--- src/rtl/quick_uart_rx_fifo.sv ---
// quick_uart_rx_fifo
//   Elastic buffer behind a UART receiver. It stores received words in a
//   first-word-fall-through FIFO. The receiver is never stalled. When the
//   FIFO is full, the incoming word is discarded. The loss is then marked
//   on the next word that gets stored.
//
// Ports
//   clk_i             system clock
//   rst_i             synchronous active-high reset
//   in_valid_i        receiver has a word (push)
//   in_ready_o        constant 1
//   in_data_i         received word
//   in_dropped_i      receiver lost word(s) before this one
//   out_valid_o       FIFO non-empty; head word outputs are valid
//   out_ready_i       sink accepts the head word (pop)
//   out_data_o        head word
//   out_dropped_o     word(s) were lost immediately before the head word
//   count_o           number of stored words
//   overflow_count_o  saturating count of words discarded on overflow
module quick_uart_rx_fifo #(
    parameter int unsigned DATA_BITS = 8,
    parameter int unsigned DEPTH     = 16,
    parameter int unsigned OVF_WIDTH = 8
) (
    input  logic                         clk_i,
    input  logic                         rst_i,
    input  logic                         in_valid_i,
    output logic                         in_ready_o,
    input  logic [DATA_BITS-1:0]         in_data_i,
    input  logic                         in_dropped_i,
    output logic                         out_valid_o,
    input  logic                         out_ready_i,
    output logic [DATA_BITS-1:0]         out_data_o,
    output logic                         out_dropped_o,
    output logic [$clog2(DEPTH+1)-1:0]   count_o,
    output logic [OVF_WIDTH-1:0]         overflow_count_o
);

    localparam int unsigned PTR_W = $clog2(DEPTH);
    localparam int unsigned CNT_W = $clog2(DEPTH + 1);
    localparam logic [CNT_W-1:0] FULL_CNT = CNT_W'(DEPTH);

    // Each entry is {dropped_flag, data}.
    logic [DATA_BITS:0] mem_q [DEPTH];

    logic [PTR_W-1:0]     wr_ptr_q = '0;
    logic [PTR_W-1:0]     wr_ptr_d;
    logic [PTR_W-1:0]     rd_ptr_q = '0;
    logic [PTR_W-1:0]     rd_ptr_d;
    logic [CNT_W-1:0]     count_q = '0;
    logic [CNT_W-1:0]     count_d;
    logic                 drop_pending_q = 1'b0;
    logic                 drop_pending_d;
    logic [OVF_WIDTH-1:0] ovf_q = '0;
    logic [OVF_WIDTH-1:0] ovf_d;

    logic pop;
    logic push_ok;
    logic push_rej;

    assign in_ready_o = 1'b1;

    assign out_valid_o   = (count_q != '0);
    assign out_data_o    = mem_q[rd_ptr_q][DATA_BITS-1:0];
    assign out_dropped_o = mem_q[rd_ptr_q][DATA_BITS];
    assign count_o          = count_q;
    assign overflow_count_o = ovf_q;

    assign pop      = out_valid_o && out_ready_i;
    // A full FIFO still accepts a push when the head leaves in the same cycle.
    assign push_ok  = in_valid_i && ((count_q != FULL_CNT) || pop);
    assign push_rej = in_valid_i && !push_ok;

    always_comb begin
        wr_ptr_d       = wr_ptr_q;
        rd_ptr_d       = rd_ptr_q;
        count_d        = count_q;
        drop_pending_d = drop_pending_q;
        ovf_d          = ovf_q;

        if (push_ok) begin
            wr_ptr_d       = wr_ptr_q + 1'b1;
            drop_pending_d = 1'b0;
        end
        if (pop) begin
            rd_ptr_d = rd_ptr_q + 1'b1;
        end
        if (push_ok && !pop) begin
            count_d = count_q + 1'b1;
        end else if (pop && !push_ok) begin
            count_d = count_q - 1'b1;
        end
        if (push_rej) begin
            drop_pending_d = 1'b1;
            if (ovf_q != '1) begin
                ovf_d = ovf_q + 1'b1;
            end
        end
    end

    always_ff @(posedge clk_i) begin
        if (rst_i) begin
            wr_ptr_q       <= '0;
            rd_ptr_q       <= '0;
            count_q        <= '0;
            drop_pending_q <= 1'b0;
            ovf_q          <= '0;
        end else begin
            wr_ptr_q       <= wr_ptr_d;
            rd_ptr_q       <= rd_ptr_d;
            count_q        <= count_d;
            drop_pending_q <= drop_pending_d;
            ovf_q          <= ovf_d;
        end
    end

    // Storage has no reset; contents are meaningless while count is zero.
    always_ff @(posedge clk_i) begin
        if (push_ok && !rst_i) begin
            mem_q[wr_ptr_q] <= {in_dropped_i | drop_pending_q, in_data_i};
        end
    end

endmodule

--- config.mk ---
export PLATFORM = sky130hd
export DESIGN_NAME = quick_uart_rx_fifo
export DESIGN_NICKNAME = d
export VERILOG_FILES = /design/src/rtl/quick_uart_rx_fifo.sv
export SDC_FILE = /design/constraint.sdc
export NUM_CORES = 1
export LEC_CHECK = 0
export BUFFER_PORTS_ARGS = -buffer_cell sky130_fd_sc_hd__buf_2
export CAP_MARGIN = 20
export CORE_MARGIN = 1.5
export CORE_UTILIZATION = 50
export CTS_CLUSTER_DIAMETER = 40
export DETAILED_ROUTE_END_ITERATION = 16
export PLACE_DENSITY = 0.71
export SYNTH_ARGS = -nofsm -noshare
export SYNTH_HDL_FRONTEND = slang
export SYNTH_SLANG_ARGS = --single-unit
--- constraint.sdc ---
create_clock -name clk_i -period 8.1 [get_ports clk_i]
set_clock_uncertainty 0.15 [all_clocks]
set_input_delay 0.405 -clock clk_i [delete_from_list [all_inputs] [get_ports clk_i]]
set_output_delay 0.405 -clock clk_i [all_outputs]
set_load 0.02 [all_outputs]
== Yosys cells after proc, flatten, opt, wreduce, memory -nomap -nowiden ==
Memory sizes are Yosys's and may differ from the RTL's. A register that Yosys moved wholly into a read port is not among the register bits.
Cells that the tools add are included.

* RAM bits: 144
* Memories kept: 1
* Register bits after elaboration: 22
* Input bits: 13

{| class="wikitable"
|+ Memory list
! name !! words !! bits a word !! read ports !! clocked after memory_dff !! write ports !! RTL line !! RTL
|-
| mem_q || 16 || 9 || 1 || 1 || 1 || 44 || <nowiki>logic [DATA_BITS:0] mem_q [DEPTH];</nowiki>
|}

* Bitwise logic cells: 1
* Reduce and logical (&&, ||, !) cells: 14
* Equality and inequality tests: 2
* Add/sub/neg operators: 5
* Mux-type cells: 8

{| class="wikitable"
|+ Operators by type and width
! cell !! count
|-
| 2-to-1 mux 5 bit || 2
|-
| adder 4 x 1 -> 4 bit, second input constant || 2
|-
| adder 8 x 1 -> 8 bit, second input constant || 1
|-
| 2-to-1 mux 4 bit || 2
|-
| != test 8 bit, second input constant || 1
|-
| logical AND 1 bit || 6
|-
| adder 5 x 1 -> 5 bit, second input constant || 1
|-
| != test 5 bit, second input constant || 1
|-
| nonzero test 5 bit || 1
|-
| subtractor 5 x 1 -> 5 bit, second input constant || 1
|-
| 2-to-1 mux 1 bit || 4
|-
| nonzero test 2 bit || 2
|-
| zero test 1 bit || 3
|-
| AND reduction 2 bit || 1
|-
| logical OR 1 bit || 1
|-
| OR 1 bit || 1
|}

== Longest topological paths before layout ==
Gate-level depths: netlist (run 1).

* Word-level depth: 8
* Depth in mapped cells: 11

== Worst setup path after synthesis (run 1) ==
Ideal clock, no wire load.

* Path type: register to register
* Start point: reg count_q[0] (netlist: count_o[0])
* End point: reg count_q[4] (netlist: count_o[4])
* Arrival time: 2.767 ns
* Slack: 5.062 ns
* Path buffers: 2
* Cell stages (with the launch flop): 12
* Period minus slack after synthesis: 3.038 ns
* Setup time: 0.121 ns
* Data required time: 7.829 ns
* Cell sequence: dfxtp_1 -> or4_1 -> buf_2 -> o21a_1 -> buf_2 -> ha_1 -> inv_1 -> ha_1 -> a21oi_1 -> a211oi_1 -> a31oi_1 -> mux2_2

* Longest elaborated chain between the ends: 7
* Elaborated cells on any way between the ends: 14
* Those cells by class: add/sub (2); eq/ne (1); mux (2); reduce/logical (9)

{| class="wikitable"
|+ Ends and longest elaborated chain
! element !! RTL line !! RTL
|-
| from (decl) || 50 || <nowiki>logic [CNT_W-1:0] count_q = '0;</nowiki>
|-
| from (signal assigned) || 111 || <nowiki>count_q <= count_d;</nowiki>
|-
| branches (longest 7 deep; another with subtractor 5 x 1 -> 5 bit) || -- ||
|}

Several ways; the timed one is not identified. The select of a mux whose other input is x is not followed.
A chain may end at the register's enable or synchronous reset.

== Worst setup path in the final report (run 1) ==
Same ends and word-level chain as after synthesis.

==> results of run 1 <==
[layout make-up]
type / count / area share, %
clock buffers: 18 / 5.58
flip-flops and latches: 170 / 63.0
multi-input cells: 193 / 23.9
well taps: 176 / 2.86
clock inverters: 14 / 2.02
repair buffers: 37 / 2.47
inverters: 4 / 0.195
[layer usage]
metal	vias to the layer above	wire length [µm]
met4	0	172
li1	1599	-
met1	1789	5520
met2	72	6330
met5	-	0
met3	12	460
[flip-flops by register name, indices dropped and copies added, names as in the netlist, named ones only]
| name | flops |
|---|---|
| overflow_count_o | 8 |
| rd_ptr_q | 4 |
| drop_pending_q | 1 |
| mem_q | 144 |
| wr_ptr_q | 4 |
| count_o | 5 |
[where the power goes]
part	switching [W]	internal (W)	leakage [nW]
sequential	0.0000245	0.000978	1.51
clock	0.000320	0.000479	0.276
combinational	0.000264	0.000223	0.786
[worst max-delay path: cells and delay by family (launching register included)]
family,cells,cell delay (ns)
flip-flops,1,0.38
multiplexers,1,0.35
AO/OA/AOI/OAI,4,0.83
adder cells (fa/ha/maj),2,0.54
AND/OR/NAND/NOR,1,0.72
buffers and inverters,1,0.17
[worst paths after layout]
| check | start | end |
|---|---|---|
| worst max-delay path | count_o[0] | count_o[4] |
| worst min-delay path | in_valid_i | drop_pending_q |
| worst max register to register | count_o[0] | count_o[4] |
| worst min register to register | drop_pending_q | drop_pending_q |
[logic make-up after synthesis]
| kind of cell | share of synthesized area, % |
|---|---|
| DFF | 71.5 |
| and+or+nand+nor | 6.48 |
| muxes | 13.0 |
| AOI/OAI and AO/OA | 4.10 |
| buffers and inverters | 1.39 |
| adders and majority gates | 2.14 |
| xor gates and xnor gates | 1.29 |
| other | 0.0553 |
[per-stage QoR]
step	worst slack (ns)	power, W	hold WS, ns	util, %	std cells
3_3_place_gp	4.99	0.00150	0.306	53.7	580
5_1_grt	4.68	0.00239	0.214	58.1	612
3_5_place_dp	4.89	0.00152	0.319	53.7	580
4_1_cts	4.87	0.00231	0.178	58.1	612
6_report	4.88	0.00229	0.186	58.1	612
2_1_floorplan	5.06	0.00140	0.295	-	385
[cell usage after synthesis (all sizes together) (3+ instances only)]
cell    instances  share of area, %
a22oi          18               2.0
mux2i           5              0.74
nand2b          3              0.28
nor2b           4              0.37
o21ai           3              0.28
clkbuf          9              0.50
a21oi           6              0.44
edfxtp        144                64
mux4           36                12
or3             3              0.28
nor4            5              0.78
xor2            8               1.0
ha             10               1.8
nand2          19               1.1
inv             4              0.22
o211ai          5              0.63
buf             9              0.66
dfxtp          26               7.7
nor2           39               2.2
nand3           4              0.30
==> qor.yml, run 1 <==
synth:
  synth_seq_cells: 170
  syn_nets: 409
  postSynthAreaPerCell_um2: 17.6
  synth.distinct_cells: 47
  ys_seq_area_share_pct: 71.5
  synthArstFlopShare_pct: 0
  syn_area_mm2: 0.00678
  ys.flop_type: "edfxtp_1"
  postSynthCellCount: 385
  synth_edf_count: 144
  yosys_warnings: 0
timing:
  period_share_pct: 39.8
  slew_viol_final: 0
  relSlewSlack_pct: 29.7
  setup_tns_ns: 0
  rsz0062_at_grt: "false"
  hold_violations: 0
  setup_violations: 0
  fmax_ghz: 0.310
  worstMarginPinSlew_ns: 1.05
  period_needed_ns: 3.22
cts:
  htree_levels: 4
  cts_tree: "yes"
  cts_buffers: 17
  clock_sinks: 170
  clockRootBuffer: "clkbuf_16"
  cts_hold_buf: 0
  clk_latency_ns: 0.42
  clockBufferDepth: 2
  cts_resized: 0
  post_cts_buffers: 0
  clkTransAtPathRegs_ns: 0.06
global_routing:
  gr-usage-met3_pct: 4.41
  grt_overflow_total: 0
  grt_busiest_layer: "met2"
  grt_pass1_wl_mm: 20.1
  grt_max_degree: 37
  grtUsageMet2_pct: 32.0
  met1_usage_pct: 25.0
  grt_pass1_vias: 3736
  grtUsageTotal_pct: 19.4
  grt_antenna_before_repair: 0
power:
  leakagePower_nw: 2.57
  power_density_mw_per_mm2: 298
  vdd_drop_max_mv: 0.195
placed_design:
  placedInstanceArea_mm2: 0.00711
  portBuffers: 35
  gp_congestion: 0.739
  hpwlAfterDp_mm: 7.91
drt:
  routedWlPerCell_um: 20.4
  drt_iter0_drc: 304
  antenna_left: 0
  drc: 0
  vias: 3472
  via_per_inst: 5.67
  drt_wl_total_mm: 12.5
  dr.pass1.iters: 5
setup_path:
  crit_chain: "or4_1 -> o21a_1 -> ha_1 -> inv_1 -> ha_1 -> a21oi_1 -> a211oi_1 -> a31oi_1 -> mux2_2"
  path_class: "reg2reg"
  cpPeakStageDelay_ns: 0.72
  required_ns: 8.27
  slowest_stage: "or4_1"
  ff2ff_setup_slack_ns: 4.88
  arrival_ns: 3.39
  cp-start-kind: "register"
  worstSetupEndpointType: "register"
  r2r_cells: 9
  critPathMaxFanout: 7
  crit_top_cell: "ha_1"
floorplanning:
  row_count: 42
  num_io_pins: 37
  dieHeight_um: 119
  core_area_mm2: 0.0132
  die_area_mm2: 0.0143
  initial_core_util_pct: 51.2
  dieWidth_um: 119
layout:
  final_common_cell: "edfxtp_1"
  nFillCells: 1047
  drive_gt1_share_pct: 24.8
  antenna_cells: 0
  syn_to_final_growth_pct: 13.5
  seqCellArea_mm2: 0.00485
  nets: 447
  multi_input_area_mm2: 0.00184
  final_cell_mix: "144 x edfxtp_1, 39 x nor2_1, 36 x mux4_2, 35 x buf_2, 25 x dfxtp_1"
  final_cell_area_mm2: 0.00769
worst_hold_path:
  hp-class: "in2reg"
  whs_path_depth: 3
flow_run:
  cap_violations: 0
run_status:
  run_status: "completed"
Power figures use the tool's default switching activity.
==> run 2: changes to the inputs <==
- ABC_AREA: unset -> 1
- PLACE_DENSITY: 0.71 -> 0.74
- clock period: 8.1 -> 2.81 ns (I/O delays scaled with it)
==> run 2 against run 1 <==
Fmax is 26% higher. Synthesized cell count up 77%. Final cell count up 52%. Non-clock buffer count rose by 32. Core utilization is 1.1 points higher. Wire length grew 32%. Synthesized area grew 7.6%. Power rose to 2.9 times the previous value. Combinational power grew to 3.4 times the previous value.
==> qor.yml, run 2 <==
cts:
  clk_latency_ns: 0.43
  cts_buffers: 17
  clockRootBuffer: "clkbuf_16"
  clkTransAtPathRegs_ns: 0.06
  htree_levels: 4
  cts_tree: "yes"
  clockBufferDepth: 2
  clock_sinks: 170
synth:
  synth_seq_cells: 170
  synth_most_common_cell: "edfxtp_1"
  synthArstFlopShare_pct: 0
  synthTopCellsByArea: "edfxtp_1 59%, dfxtp_1 7.1%, nor2_1 6.2%, nand2_1 5.7%, nand3_1 5.0%"
  synth_top_area_share_pct: 59.3
  synth.distinct_cells: 30
  synth_commonest_cells: "144 x edfxtp_1, 120 x nor2_1, 110 x nand2_1, 73 x nand3_1, 52 x o21ai_0"
  ys.flop_type: "edfxtp_1"
  yosysTopAreaCell: "edfxtp_1"
  postSynthAreaPerCell_um2: 10.7
  syn_area_mm2: 0.00729
  postSynthCellCount: 683
  synth_edf_count: 144
  yosys_warnings: 0
  syn_nets: 707
  ys_seq_area_share_pct: 66.4
setup_path:
  arrival_ns: 2.76
  slowest_stage: "dfxtp_1"
  path_class: "reg2reg"
  required_ns: 3.02
  worstSetupEndpointType: "register"
  cpPeakStageDelay_ns: 0.47
  crit_chain: "nor2_1 -> nand3_1 -> nand2_2 -> inv_2 -> ha_1 -> inv_1 -> fa_1 -> inv_1 -> nor2_1 -> nor2_1 -> nand2_1 -> nand2_1 -> nand2_1 -> a21oi_1"
  critPathMaxFanout: 8
  cp-start-kind: "register"
layout:
  multi_input_area_mm2: 0.00207
  final_cell_area_mm2: 0.00831
  antenna_cells: 0
  nFillCells: 1168
  final_cell_mix: "144 x edfxtp_1, 120 x nor2_1, 110 x nand2_1, 73 x nand3_1, 52 x o21ai_0"
  final_common_cell: "edfxtp_1"
  drive_gt1_share_pct: 12.9
  largest_reg_flops: 144
  top_register: "mem_q"
  nets: 765
  syn_to_final_growth_pct: 14.0
  seqCellArea_mm2: 0.00485
drt:
  drt_wl_total_mm: 16.4
  dr.pass1.iters: 4
  drt_iter0_drc: 477
  via_per_inst: 5.47
  antenna_left: 0
  vias: 5108
  drc: 0
  routedWlPerCell_um: 17.6
timing:
  setup_tns_ns: 0
  period_needed_ns: 2.55
  hold_violations: 0
  setup_violations: 0
  worstMarginPinSlew_ns: 0.614
  relSlewSlack_pct: 58.8
  fmax_ghz: 0.392
  slew_viol_final: 0
  rsz0062_at_grt: "false"
  period_share_pct: 90.8
floorplanning:
  die_area_mm2: 0.0153
  dieHeight_um: 124
  initial_core_util_pct: 51.9
  num_io_pins: 37
  dieWidth_um: 124
  row_count: 43
  core_area_mm2: 0.0140
power:
  p_sw_share_pct: 31.9
  power.share.sequential_pct: 44.1
  clockPowerShare_pct: 30.3
  vdd_drop_max_mv: 0.548
  leakagePower_nw: 3.14
  power.switching_w: 0.00210
  comb_power_share_pct: 25.6
  power_density_mw_per_mm2: 792
  intPower_w: 0.00448
placed_design:
  portBuffers: 35
  gp_congestion: 0.885
  hpwlAfterDp_mm: 9.96
  placedInstanceArea_mm2: 0.00771
global_routing:
  grt_antenna_before_repair: 0
  grt_pass1_wl_mm: 25.7
  grtUsageTotal_pct: 23.0
  grt_overflow_total: 0
  grt_pass1_vias: 5017
  grt_max_degree: 95
flow_run:
  cap_violations: 0
run_status:
  run_status: "completed"
worst_hold_path:
  hp-class: "in2reg"
==> run 2: cell count changes in the layout (fill, tap and decap cells not counted), sizes merged, moves of 14 or more <==
cell	delta
o211ai	+15
mux4	-36
a21oi	+14
inv	+45
nand3	+70
nand2	+97
a22oi	-18
o21ai	+50
buf	+21
nor2	+83
==> run 2: area by class of cell <==
cell class                 count  area share [%]
clock buffer                  19            5.21
clock inverter                12           0.723
inverter                      51            2.30
multi-input combinational    432            24.9
sequential                   170            58.3
tap                          180            2.71
timing repair buffer          69            5.81
==> run 2: routing by layer <==
layer | vias to the layer above | part of all wire (%) | track usage [%] | routed length, µm
li1 | 2454 | - | - | -
met1 | 2451 | 43 | 28.7 | 7000
met2 | 168 | 49 | 38.2 | 8070
met3 | 35 | 6.0 | 4.58 | 979
met4 | 0 | 2.5 | 11.4 | 403
met5 | - | 0 | 0 | 0
==> run 2: worst paths after layout <==
check                       from             endpoint  slack [ns]  cells after the start
max reg2reg           count_o[0]           count_o[4]        0.26                     14
min                 in_dropped_i         mem_q[14][8]        0.16                      2
max                   count_o[0]           count_o[4]        0.26                     14
min reg2reg  overflow_count_o[7]  overflow_count_o[7]        0.36                      2
==> run 2: critical path, delay by kind of cell, from the launching register on <==
kind                     cells  cell delay [ns]
flip-flops                   1             0.47
buffers and inverters        3             0.36
adder cells (fa/ha/maj)      2             0.69
AND/OR/NAND/NOR              8             0.70
AO/OA/AOI/OAI                1             0.12
==> run 2: through the flow <==
stage                     total power, W  utilization [%]  cells  setup slack [ns]  hold slack (ns)
final                            0.00658             59.2    933             0.260            0.165
after global routing             0.00691             59.2    933           0.00115            0.170
after CTS                        0.00659             59.2    933             0.278            0.141
after detailed placement         0.00461             54.9    891             0.293            0.349
after global placement           0.00454             54.9    891             0.430            0.333
after floorplan                  0.00418                -    683             0.431           0.0596
==> run 2: logic make-up (layout without fill, tap and decap cells) <==
logic type                 after synthesis  after routing  share of synthesized area (%)
xor gates and xnor gates                 8              8                          0.961
DFF                                    170            170                           66.4
AOI/OAI and AO/OA                       95             95                           7.28
other                                    1              1                         0.0514
adders and majority gates               11             11                           1.99
buffers and inverters                   81            151                           5.13
and+or+nand+nor                        317            317                           18.1
==> run 2: power by group through the flow <==
stage                     registers [W]  logic [W]  clock network, W
after CTS                       0.00290    0.00168           0.00202
after global routing            0.00291    0.00188           0.00212
after detailed placement        0.00295    0.00166                 0
after floorplan                 0.00298    0.00120                 0
after global placement          0.00294    0.00160                 0
final                           0.00290    0.00168           0.00200
==> run 2: repair_timing <==
action                    4_1_cts  5_1_grt
hold endpoints to repair      145        0
hold buffers                   11        0
gates resized for setup         0        0
buffers inserted                0        0
